--- config.mk ---
export PLATFORM = sky130hd
export DESIGN_NAME = pipe_reg_fd_flat
export DESIGN_NICKNAME = d
export VERILOG_FILES = /design/src/rtl/pipe_reg_fd_if.sv /design/src/rtl/pipe_reg_fd.sv /design/src/flat_wrapper.sv
export SDC_FILE = /design/constraint.sdc
export NUM_CORES = 1
export LEC_CHECK = 0
export CAP_MARGIN = 20
export CORE_ASPECT_RATIO = 1.75
export CORE_MARGIN = 4
export CORE_UTILIZATION = 37
export DETAILED_ROUTE_END_ITERATION = 8
export PLACE_DENSITY = 0.76
export SYNTH_ARGS = -nofsm -noshare
export SYNTH_HDL_FRONTEND = slang
export SYNTH_SLANG_ARGS = --single-unit
--- constraint.sdc ---
create_clock -name clk -period 1.6 [get_ports clk]
set_input_delay 0.16 -clock clk [delete_from_list [all_inputs] [get_ports clk]]
set_output_delay 0.16 -clock clk [all_outputs]
set_load 0.1 [all_outputs]
--- src/rtl/pipe_reg_fd_if.sv ---
// Fetch/Decode boundary bundle: hazard controls, F-stage fields in, D-stage fields
// and performance counters out. The master side is the fetch stage plus the hazard
// unit. The slave side is the pipeline register.
interface pipe_reg_fd_if #(
    parameter int DATA_WIDTH = 32,
    parameter int CNT_WIDTH  = 16
);
    logic                  StallD;
    logic                  FlushD;
    logic                  ValidF;
    logic [DATA_WIDTH-1:0] PCF;
    logic [DATA_WIDTH-1:0] InstrF;
    logic [DATA_WIDTH-1:0] PCPlus4F;
    logic [DATA_WIDTH-1:0] PCD;
    logic [DATA_WIDTH-1:0] InstrD;
    logic [DATA_WIDTH-1:0] PCPlus4D;
    logic                  ValidD;
    logic [CNT_WIDTH-1:0]  StallCnt;
    logic [CNT_WIDTH-1:0]  FlushCnt;

    modport master (
        output StallD, FlushD, ValidF, PCF, InstrF, PCPlus4F,
        input  PCD, InstrD, PCPlus4D, ValidD, StallCnt, FlushCnt
    );

    modport slave (
        input  StallD, FlushD, ValidF, PCF, InstrF, PCPlus4F,
        output PCD, InstrD, PCPlus4D, ValidD, StallCnt, FlushCnt
    );
endinterface

--- src/rtl/pipe_reg_fd.sv ---
// Fetch->Decode pipeline register with stall (hold), flush (canonical NOP bubble),
// a valid bit, and saturating stall/flush event counters. Every output comes
// straight from a flop. Reset is synchronous.
module pipe_reg_fd #(
    parameter int                    DATA_WIDTH = 32,
    parameter logic [DATA_WIDTH-1:0] NOP_INSTR  = 32'h00000013,
    parameter int                    CNT_WIDTH  = 16
) (
    input logic          clk,
    input logic          rst,
    pipe_reg_fd_if.slave bus
);
    localparam logic [CNT_WIDTH-1:0] CNT_MAX = {CNT_WIDTH{1'b1}};
    localparam logic [CNT_WIDTH-1:0] CNT_ONE = {{(CNT_WIDTH-1){1'b0}}, 1'b1};

    logic [DATA_WIDTH-1:0] pc_d;
    logic [DATA_WIDTH-1:0] instr_d;
    logic [DATA_WIDTH-1:0] pc_plus4_d;
    logic                  valid_d;
    logic [CNT_WIDTH-1:0]  stall_cnt;
    logic [CNT_WIDTH-1:0]  flush_cnt;

    // D-stage fields. Priority is reset, then flush (a bubble, even while stalled),
    // then stall (hold), then load from F.
    always_ff @(posedge clk) begin
        if (rst || bus.FlushD) begin
            pc_d       <= '0;
            instr_d    <= NOP_INSTR;
            pc_plus4_d <= '0;
            valid_d    <= 1'b0;
        end else if (!bus.StallD) begin
            pc_d       <= bus.PCF;
            instr_d    <= bus.InstrF;
            pc_plus4_d <= bus.PCPlus4F;
            valid_d    <= bus.ValidF;
        end
    end

    // Stall counter: counts only stalls that take effect. A flush on the same edge
    // overrides the stall, so that edge is not counted. The counter saturates.
    always_ff @(posedge clk) begin
        if (rst) begin
            stall_cnt <= '0;
        end else if (bus.StallD && !bus.FlushD && (stall_cnt != CNT_MAX)) begin
            stall_cnt <= stall_cnt + CNT_ONE;
        end
    end

    // Flush counter: counts every flush edge, whether or not a stall is also
    // requested. The counter saturates.
    always_ff @(posedge clk) begin
        if (rst) begin
            flush_cnt <= '0;
        end else if (bus.FlushD && (flush_cnt != CNT_MAX)) begin
            flush_cnt <= flush_cnt + CNT_ONE;
        end
    end

    assign bus.PCD      = pc_d;
    assign bus.InstrD   = instr_d;
    assign bus.PCPlus4D = pc_plus4_d;
    assign bus.ValidD   = valid_d;
    assign bus.StallCnt = stall_cnt;
    assign bus.FlushCnt = flush_cnt;
endmodule

--- src/flat_wrapper.sv ---
// flat-port wrapper written by rule: the top's interface ports become plain ports
module pipe_reg_fd_flat 
#(
    parameter int                    DATA_WIDTH = 32,
    parameter logic [DATA_WIDTH-1:0] NOP_INSTR  = 32'h00000013,
    parameter int                    CNT_WIDTH  = 16
)
  (clk, rst, bus_StallD, bus_FlushD, bus_ValidF, bus_PCF, bus_InstrF, bus_PCPlus4F, bus_PCD, bus_InstrD, bus_PCPlus4D, bus_ValidD, bus_StallCnt, bus_FlushCnt);
  pipe_reg_fd_if #(.DATA_WIDTH(DATA_WIDTH), .CNT_WIDTH(CNT_WIDTH)) bus_i ();
  input logic clk;
  input logic rst;
  input wire logic [$bits(bus_i.StallD)-1:0] bus_StallD;
  input wire logic [$bits(bus_i.FlushD)-1:0] bus_FlushD;
  input wire logic [$bits(bus_i.ValidF)-1:0] bus_ValidF;
  input wire logic [$bits(bus_i.PCF)-1:0] bus_PCF;
  input wire logic [$bits(bus_i.InstrF)-1:0] bus_InstrF;
  input wire logic [$bits(bus_i.PCPlus4F)-1:0] bus_PCPlus4F;
  output wire logic [$bits(bus_i.PCD)-1:0] bus_PCD;
  output wire logic [$bits(bus_i.InstrD)-1:0] bus_InstrD;
  output wire logic [$bits(bus_i.PCPlus4D)-1:0] bus_PCPlus4D;
  output wire logic [$bits(bus_i.ValidD)-1:0] bus_ValidD;
  output wire logic [$bits(bus_i.StallCnt)-1:0] bus_StallCnt;
  output wire logic [$bits(bus_i.FlushCnt)-1:0] bus_FlushCnt;
  assign bus_i.StallD = bus_StallD;
  assign bus_i.FlushD = bus_FlushD;
  assign bus_i.ValidF = bus_ValidF;
  assign bus_i.PCF = bus_PCF;
  assign bus_i.InstrF = bus_InstrF;
  assign bus_i.PCPlus4F = bus_PCPlus4F;
  assign bus_PCD = bus_i.PCD;
  assign bus_InstrD = bus_i.InstrD;
  assign bus_PCPlus4D = bus_i.PCPlus4D;
  assign bus_ValidD = bus_i.ValidD;
  assign bus_StallCnt = bus_i.StallCnt;
  assign bus_FlushCnt = bus_i.FlushCnt;
  pipe_reg_fd #(.DATA_WIDTH(DATA_WIDTH), .NOP_INSTR(NOP_INSTR), .CNT_WIDTH(CNT_WIDTH)) u_core (.clk(clk), .rst(rst), .bus(bus_i));
endmodule
### Word-level counts from Yosys, hierarchy flattened

Cells that the tools add are included.

* flip-flop bits (word level): 129
* input bits: 101
* output and inout port bits: 129
* logic and storage cells: 15

* add/subtract/negate cells: 2
* eq/ne operators: 2
* reductions and logical operators: 5

Operators with widths (count)
* $add A16 B1 Y16 const B: 2
* $ne A16 B16 Y1 const B: 2
* $logic_and A1 B1 Y1: 3
* $logic_not A1 Y1: 1
* $logic_or A1 B1 Y1: 1

### Longest topological paths before layout

* depth after elaboration: 3
* gate-level depth with buffers: 7
* mapped depth without buffers: 5

### Least setup slack after synthesis

No wires, ideal clock.

* kind: register to register
* start: register u_core.stall_cnt[0] (netlist: u_core.bus.StallCnt[0])
* end: register u_core.stall_cnt[1] (netlist: u_core.bus.StallCnt[1])
* setup time: 0.071 ns
* data arrival time: 2.455 ns
* data required time: 1.529 ns
* slack: -0.926 ns
* stages on the path, launching flop included: 8
* buffers on the path: 2
* clock period less this slack: 2.526 ns
* path through: dfxtp_1 ha_1 nand4_1 nor4_1 clkbuf_1 buf_2 o21ai_0 a21oi_1

* word-level cells in the longest chain between the ends: 2
* elaborated cells between the ends (all ways): 3
* those cells by class: add/sub (1); eq/ne (1); reduce/logical (1)

Ends and longest elaborated chain
* from (decl): line pipe_reg_fd.sv:20 `logic [CNT_WIDTH-1:0] stall_cnt;`
* from (signal assigned): line pipe_reg_fd.sv:45 `stall_cnt <= stall_cnt + CNT_ONE;`
* branches (longest 2 deep; another with $add A16 B1 Y16)

Parallel ways; which one is timed is not known.
A chain may end at the register's enable or synchronous reset.

### Worst setup path in the final report

* start: register u_core.stall_cnt[5] (netlist: u_core.bus.StallCnt[5])
* end: register u_core.stall_cnt[11] (netlist: u_core.bus.StallCnt[11])

Same word-level chain as after synthesis.

==> impl_metrics.csv <==
group,metric,value,unit
power_and_ir_drop,power_frac_clock,44.3,%
global_routing,grt_pass1_wl,27700,µm
detailed_routing,drtIter0Drc,259,
finish,final_util,75.7,%
global_routing,grt.total_usage,23.1,%
power_and_ir_drop,seqPwrFrac,37.2,%
yosys,synthArstFlopShare,0,%
global_routing,grt_max_degree,98,
floorplan,dieArea,0.0156,mm²
critical_path,path_buf_inv,1,
placed_design,place_hpwl,13300,µm
floorplan,die_h,162,µm
yosys,synth_xor_area_share,0.521,%
clock_network,hold_buffers,0,
floorplan,rows,56,
clock_network,cts_tree,"yes",
clock_network,ctsLongestPathBuffers,2,
floorplan,io-pin-count,230,
critical_path,critPathLaunchType,"flip-flop",
critical_path,cp_slowest_stage_delay,0.51,ns
detailed_routing,final_antenna_net_count,0,
yosys,ys_seq_area_share,51.2,%
clock_network,ctsRootBufferMaster,"clkbuf_16",
critical_path,endpoint_kind,"flip-flop",
sta,fin_skew,0.00853,ns
sta,finalHoldWorstSlack,0.329,ns
sta,layout_setup_ws,-0.143,ns
finish,drive_above_1_share,35.2,%
clock_network,clk_latency,0.41,ns
sta,period_needed,1.74,ns
yosys,ys_warn_count,0,
yosys,yosys.area_share.simple,19.2,%
sta,relSlewSlack,50.4,%
floorplan,initial_utilization,37.7,%
finish,final_cell_mix,"buf_12, nor2_1, clkdlybuf4s50_1",
yosys,synth_ff_type,"dfxtp_1",
yosys,synth_cell_types,38,
critical_path,path_cells,"buf_6 > nand3_4 > or4_4 > or4_1 > a21oi_2",
yosys,ys_seq_elements,129,
finish,mostFrequentLayoutCell,"buf_12",
clock_network,clock-sinks,129,
yosys,synthCells,519,
critical_path,worst_path_max_delay_cell,"or4_4",
yosys,synth_edf_count,0,
detailed_routing,wl_per_cell,18.8,µm
detailed_routing,wl,18300,µm
floorplan,fp.dieW,96.2,µm
placed_design,gp_congestion,0.854,
detailed_routing,drc,0,
run_status,violations,"negative setup slack",
critical_path,critPathKind,"reg -> reg",
power_and_ir_drop,p_per_area,888,mW/mm²
power_and_ir_drop,internal-power,0.00640,W
finish,syn_to_final_growth,101,%
sta,finalHoldViolCount,0,
yosys,synth_top_family_by_area,"multiplexers",
critical_path,required,1.94,ns
clock_network,clk_pin_slew,0.06,ns
detailed_routing,dr.pass1.iters,4,
power_and_ir_drop,pwr-share-comb,18.5,%
sta,setup_viol,7,
critical_path,crit_arrival,2.08,ns
sta,fmax,0.574,GHz
clock_network,h-tree-depth,4,
detailed_routing,via_count,4976,
floorplan,core_area,0.0134,mm²
sta,drv_slew,0,
global_routing,first_global_vias,5315,
yosys,synth_compound_area_share,5.38,%
critical_path,crit_family,"simple AND/OR/NAND/NOR gates",
power_and_ir_drop,switching_share,28.9,%
global_routing,grt.overflow.total,0,
finish,finalNetCount,891,
power_and_ir_drop,p_sw,0.00260,W
yosys,synth_area,0.00504,mm²
critical_path,cp_max_fo,5,
placed_design,place.port_buffers,229,
job,cap_violations,0,
detailed_routing,via_per_inst,5.10,
worst_hold_path,hp-class,"in -> reg",
clock_network,cts_buffers,17,
sta,worstMarginPinSlew,0.743,ns
sta,fin_crit_sh,109,%
yosys,synth_adder_area_share,0.496,%
yosys,avgSynthCellArea,9.72,µm²
power_and_ir_drop,ir_worst_vdd,0.905,mV
power_and_ir_drop,p_leak,4.08,nW
sta,rsz0062_at_grt,"yes",
run_status,status,"finished, violations left",
global_routing,antenna_found_initial,1,
yosys,synth.mux.area_fraction,20.4,%
yosys,syn_nets,622,
[power by group through the flow]
stage	registers (W)	clock network, W	logic [W]
final	0.00335	0.00399	0.00167
after global routing	0.00336	0.00422	0.00173
after CTS	0.00335	0.00406	0.00166
after detailed placement	0.00342	0	0.00165
after global placement	0.00341	0	0.00162
after floorplan	0.00400	0	0.000304
[routing by layer]
metal	global-route usage [%]	vias to the layer above	part of all wire, %
met1	21.4	2319	31
met4	13.3	0	5.2
met2	42.7	232	56
met5	0	-	0
met3	7.17	55	7.2
li1	-	2370	-
[kinds of logic after synthesis]
kind of cell | count (synthesis)
flops | 129
buf+inv | 34
fa+ha+maj | 2
simple gates | 204
mux | 102
compound gates | 45
xor+xnor | 3
[flip-flops by register name, indices dropped and copies added, names as in the netlist]
register             flops
u_core.bus.ValidD        1
u_core.bus.FlushCnt     16
u_core.bus.PCD          32
u_core.bus.StallCnt     16
u_core.bus.PCPlus4D     32
u_core.bus.InstrD       32
[what timing repair did]
action                     CTS  global route
cloned                       0             0
gates resized for setup      6            19
setup buffers                1             6
pin swaps                    4            11
setup endpoints to repair    9            23
[cells in the mapped netlist, types with 2 or more instances]
cell	n	area share, %
nand4_1	8	0.99
o41ai_1	2	0.35
inv_1	2	0.15
xor2_1	2	0.35
or2_2	3	0.37
clkbuf_1	14	1.0
and4_1	2	0.35
a311oi_1	2	0.35
ha_1	2	0.50
nor3_1	5	0.50
or4_1	11	1.6
or3_1	8	0.99
nand3_1	13	1.3
a31oi_1	2	0.25
nor2_1	109	8.1
and2_1	2	0.25
nand2_1	19	1.4
a21oi_1	18	1.8
o31ai_1	7	1.0
nand2b_1	2	0.25
nor4_1	9	1.1
and3_1	3	0.37
buf_2	5	0.50
dfxtp_1	129	51
o21ai_0	11	1.1
nor2b_1	6	0.74
buf_1	12	0.89
mux2i_1	97	19
mux2_2	5	1.1
[area by class of cell]
type	count	area [µm²]
inverter	2	7.51
multi-input combinational	356	2540
sequential	129	2700
fill	816	3250
timing repair buffer	282	4050
clock inverter	14	165
tap	174	218
clock buffer	18	450
antenna	1	2.50
[through the flow]
stage	instance area, µm²	std cells	worst slack [ns]	power (W)	setup TNS (ns)
finish	10100	976	-0.143	0.00900	-0.545
global route	10100	976	-0.178	0.00930	-0.950
CTS	10000	970	-0.0451	0.00908	-0.105
detailed placement	9360	937	-0.403	0.00507	-3.54
global placement	9360	937	-0.369	0.00504	-2.68
floorplan	5320	519	-0.342	0.00431	-4.37
[worst reg2reg max path, delay by kind of cell, from the launching register on]
kind / cells / cell delay (ns)
DFF: 1 / 0.35
buffers and inverters: 1 / 0.11
and+or+nand+nor: 3 / 1.08
AOI/OAI and AO/OA: 1 / 0.14
[worst paths after layout]
| path | startpoint | end | slack (ns) | cells after the start |
|---|---|---|---|---|
| setup / recovery | u_core.bus.StallCnt[5] | u_core.bus.StallCnt[11] | -0.14 | 5 |
| hold / removal | bus_StallD | u_core.bus.StallCnt[7] | 0.33 | 5 |
| setup reg to reg | u_core.bus.StallCnt[5] | u_core.bus.StallCnt[11] | -0.14 | 5 |
| hold reg to reg | u_core.bus.StallCnt[8] | u_core.bus.StallCnt[8] | 0.53 | 2 |
No activity file was read; power rests on OpenSTA's default activity.
